--- config.mk ---
export PLATFORM = sky130hd
export DESIGN_NAME = alu_cmd_sequencer
export DESIGN_NICKNAME = d
export VERILOG_FILES = /design/src/rtl/alu_cmd_sequencer.sv
export SDC_FILE = /design/constraint.sdc
export NUM_CORES = 1
export LEC_CHECK = 0
export CAP_MARGIN = 0
export CORE_UTILIZATION = 45
export CTS_BUF_LIST = sky130_fd_sc_hd__clkbuf_16
export DETAILED_ROUTE_END_ITERATION = 7
export GPL_TIMING_DRIVEN = 0
export PLACE_DENSITY = 0.95
export SYNTH_ARGS = -nofsm -noshare
export SYNTH_HDL_FRONTEND = slang
export SYNTH_SLANG_ARGS = --single-unit
--- constraint.sdc ---
create_clock -name clk -period 9.2 [get_ports clk]
set_input_delay 0.92 -clock clk [delete_from_list [all_inputs] [get_ports clk]]
set_output_delay 0.92 -clock clk [all_outputs]
set_load 0.005 [all_outputs]
--- src/rtl/alu_cmd_sequencer.sv ---
// alu_cmd_sequencer: command-side front end for the 32-bit ALU datapath.
// It accepts one command at a time and registers the operands and opcode
// into the ALU. After a settle delay it captures the ALU result and flags
// and returns them through a valid/ready response channel.
// Optional feature macro: ALU_SEQ_OPCHECK_EN. When it is defined, unsupported
// opcodes are answered immediately with rsp_err=1 and are never issued.
module alu_cmd_sequencer #(
  parameter int SETTLE_CYCLES = 1
) (
  input  logic        clk,
  input  logic        rst,
  input  logic        cmd_valid,
  output logic        cmd_ready,
  input  logic [3:0]  cmd_op,
  input  logic [31:0] cmd_a,
  input  logic [31:0] cmd_b,
  input  logic        cmd_chain,
  output logic [31:0] alu_a,
  output logic [31:0] alu_b,
  output logic [3:0]  alu_op,
  input  logic [31:0] alu_f,
  input  logic [3:0]  alu_flags,
  output logic        rsp_valid,
  input  logic        rsp_ready,
  output logic [31:0] rsp_result,
  output logic [3:0]  rsp_flags,
  output logic        rsp_err,
  output logic        busy
);

  localparam int DATA_W = 32;

  localparam logic [1:0] S_IDLE   = 2'd0;
  localparam logic [1:0] S_SETTLE = 2'd1;
  localparam logic [1:0] S_RESP   = 2'd2;

  logic [1:0]        state;
  logic [3:0]        settle_cnt;
  logic [DATA_W-1:0] last_result;
  logic              op_ok;

  // Operand A is either taken from the command or chained from the last result.
  function automatic logic [DATA_W-1:0] sel_a(input logic chain,
                                              input logic [DATA_W-1:0] a,
                                              input logic [DATA_W-1:0] last);
    return chain ? last : a;
  endfunction

`ifdef ALU_SEQ_OPCHECK_EN
  logic err_q;

  // The ALU implements opcodes 0000-1000 and 1101; everything else is rejected.
  assign op_ok = (cmd_op <= 4'b1000) || (cmd_op == 4'b1101);
  assign rsp_err = err_q;

  // The error flag is latched at accept and stays stable through the response.
  always_ff @(posedge clk or posedge rst) begin
    if (rst) begin
      err_q <= 1'b0;
    end else if (state == S_IDLE && cmd_valid) begin
      err_q <= ~op_ok;
    end
  end
`else
  assign op_ok   = 1'b1;
  assign rsp_err = 1'b0;
`endif

  // Outside reset, the sequencer is ready only when it is idle.
  assign cmd_ready = (state == S_IDLE) && !rst;
  assign busy      = (state != S_IDLE);

  // Main sequencer state machine: issue, settle, capture and respond.
  always_ff @(posedge clk or posedge rst) begin
    if (rst) begin
      state       <= S_IDLE;
      settle_cnt  <= 4'd0;
      last_result <= '0;
      alu_a       <= '0;
      alu_b       <= '0;
      alu_op      <= 4'b0000;
      rsp_valid   <= 1'b0;
      rsp_result  <= '0;
      rsp_flags   <= 4'b0000;
    end else begin
      case (state)
        S_IDLE: begin
          if (cmd_valid) begin
            if (op_ok) begin
              alu_a      <= sel_a(cmd_chain, cmd_a, last_result);
              alu_b      <= cmd_b;
              alu_op     <= cmd_op;
              settle_cnt <= 4'(SETTLE_CYCLES - 1);
              state      <= S_SETTLE;
            end else begin
              // A rejected opcode skips the ALU and returns a zeroed error response.
              rsp_valid  <= 1'b1;
              rsp_result <= '0;
              rsp_flags  <= 4'b0000;
              state      <= S_RESP;
            end
          end
        end
        S_SETTLE: begin
          if (settle_cnt == 4'd0) begin
            rsp_result  <= alu_f;
            rsp_flags   <= alu_flags;
            last_result <= alu_f;
            rsp_valid   <= 1'b1;
            state       <= S_RESP;
          end else begin
            settle_cnt <= settle_cnt - 4'd1;
          end
        end
        S_RESP: begin
          if (rsp_ready) begin
            rsp_valid <= 1'b0;
            state     <= S_IDLE;
          end
        end
        default: begin
          state <= S_IDLE;
        end
      endcase
    end
  end

endmodule

==> run metrics <==
status=complete, no violations; post-DR wirelength/cell=18.00 microns; Via-to-Cell Ratio=4.987; layout cell share with drive strength beyond 1=0.1929; Setup Buffers After CTS=0; Achievable Freq=0.3400 GHz; final count of hold timing violations=0; Max Transition Viols Final=0; number of antenna diodes=0; TritonCTS clock tree=done; first-pass GRT wire length=20.38 mm; vias in the first global route=3,868; nets=671; fin area=7416 sq um; top post-synthesis cells by area=dfrtp_1 (58%), mux2_4 (20%), mux2i_1 (6.7%); Synth top area share=0.5786; relative slew slack=0.5648; placed wire-length estimate=9.606 mm; die area=11,090 sq um; Filler cells=674; Mapped Area=4801 sq um; total I/O pin count=217; # setup viols final=0; Cells after DPL=685; share of synthesized registers carrying an async set or reset=1.000; Setup crit start kind=primary input; post-synthesis cell type with the largest combined area=dfrtp_1; GRT Overall Usage=0.2344; CP arrival=2.02 ns; RSZ-0062 raised after global routing=no; Worst-path clk slew=0.08 ns; kind of critical path=primary input to primary output; Netlist cell types=30; critical path's slowest cell=clkdlybuf4s50_1; H-Tree Depth=3; Post-Route WL=12.62 mm; total number of vias=3,496; placed cell area=7143 sq um; CP Data Required Time=8.28 ns; VDD IR max=188.5 uV; WP buf/inv=2; top-count cell post-synth=dfrtp_1; post-CTS sizing=0; Worst Tran Pin Value=0.6527 ns; global route total overflow=0; Final Cycle Share=0.3197; largest net degree at the start of global routing=62; I/O Buffers=214; ANT nets after route=0; Root Driver=clkbuf_16; yosys warns=0; initial DRC count=141; crit-path cells=clkdlybuf4s50_1, nor2_1, clkdlybuf4s50_1; max cap viols=0; Post-Syn Instances=334; CP delay by family, top=buffers and inverters; fin worst setup slack=6.259 ns; CTS sink cnt=111; Area growth syn-to-layout=54.47%; Post-Synthesis Net Count=445; slowest stage delay, CP=0.51 ns; PwrDens=337.3 nW/um^2; sequential share of the synthesized area=0.5786; DIE WIDTH=105.3 microns; synth cell count leaders=dfrtp_1 (111), mux2_4 (63), nand2_1 (36), o21ai_0 (33), mux2i_1 (32); worst hold path class=register to register; # rows=37; Final Power=2.502 mW; Seq cells post-synth=111; antenna violations before repair=0; Final Instance Count excl. Fillers=701; hold-fix buffers at CTS=0; Syn Area/Cell=14.37 sq um; hold_ws=0.4842 ns; Setup crit end kind=primary output; pre-CTS setup slack=6.260 ns; total leakage power=3.392 nW; TritonCTS buffer count=9; worst-path maximum fanout=2; first drt pass iteration count=4; Main synth FF type=dfrtp_1; number of synthesized flops with an enable pin=0; Clock Skew=0.01099 ns; Core Util, Final=0.7183; DR DRC count=0; clk buf depth=2; core area=10,320 sq um; CP dominant cell by count=clkdlybuf4s50_1; Final min period=2.941 ns; worst-skew pair later-pin latency=0.34 ns; Setup TNS=0 ns; GPL Wtd Cong=0.7619; Die Span Y=105.3 microns; Initial Util=0.4650
-- layout make-up --
cell class	instances	area [sq um]	share of cell area
Clock buffer	9	225.2	0.03037
Sequential cell	111	2778	0.3746
Multi-Input combinational cell	199	1864	0.2514
Buffer	20	143.9	0.01940
Tap cell	136	170.2	0.02295
Clock inverter	7	47.55	0.006411
Timing Repair Buffer	215	2170	0.2926
Inverter	4	17.52	0.002362
-- layout by cell type (no fill, tap or decap), drive strengths merged --
| cell | count |
|---|---|
| nor3 | 3 |
| buf | 14 |
| clkinv | 3 |
| nor3b | 1 |
| nand3b | 1 |
| dfrtp | 111 |
| clkdlybuf4s50 | 214 |
| or4b | 1 |
| ha | 2 |
| or3b | 1 |
| o21bai | 1 |
| nand2b | 1 |
| o211ai | 1 |
| a31o | 1 |
| nor2 | 2 |
| a21oi | 2 |
| nand2 | 36 |
| inv | 6 |
| o21ai | 34 |
| clkinvlp | 2 |
| conb | 1 |
| clkbuf | 16 |
| or2 | 1 |
| o31ai | 1 |
| or3 | 1 |
| mux2 | 72 |
| nand3 | 4 |
| mux2i | 32 |
-- report_power, final --
part	leakage (nW)	switching [mW]	internal, mW	total (mW)
Combinational	1.93	0.414	0.820	1.23
Sequential	1.33	0.171	0.737	0.908
Clock	0.132	0.175	0.184	0.360
Total	3.39	0.760	1.74	2.50
-- metal layers --
metal / vias to the layer above / track usage / part of all wire
li1: 1616 / - / -
met5: - / 0 / 0
met1: 1719 / 0.2836 / 0.40
met3: 13 / 0.05195 / 0.063
met4: 0 / 0.05533 / 0.010
met2: 148 / 0.4239 / 0.53
-- tightest hold or removal path, cell delays in order (launching register included) --
cell,delay (ns)
dfrtp_1,0.35
nand2_1,0.04
o21ai_0,0.06
-- sequential cells by signal (all words and copies together) (netlist names) --
register,cells
alu_a,32
alu_b,32
rsp_result,32
alu_op,4
rsp_flags,4
settle_cnt,4
state,2
rsp_valid,1
-- path summary, 6_finish.rpt --
kind                                            from                   endpoint  slack [ns]  cells after the start
min                            alu_a[20]$_DFFE_PP0P_      alu_a[20]$_DFFE_PP0P_        0.48                      2
min in group asynchronous                        rst      alu_op[2]$_DFFE_PP0P_        1.05                      2
min reg2reg                    alu_a[20]$_DFFE_PP0P_      alu_a[20]$_DFFE_PP0P_        0.48                      2
max reg2reg                settle_cnt[0]$_DFFE_PP0P_  rsp_result[5]$_DFFE_PP0P_        7.26                      6
max                                              rst                  cmd_ready        6.26                      3
max in group asynchronous                        rst       alu_b[4]$_DFFE_PP0P_        7.44                      3
-- cell families after synthesis --
logic type	synth area share
flops	0.5786
mux	0.2849
simple gates	0.05343
compound gates	0.04405
buf+inv	0.03310
fa+ha+maj	0.005212
other cells	0.0007811
(Power assumes the default switching activity.)
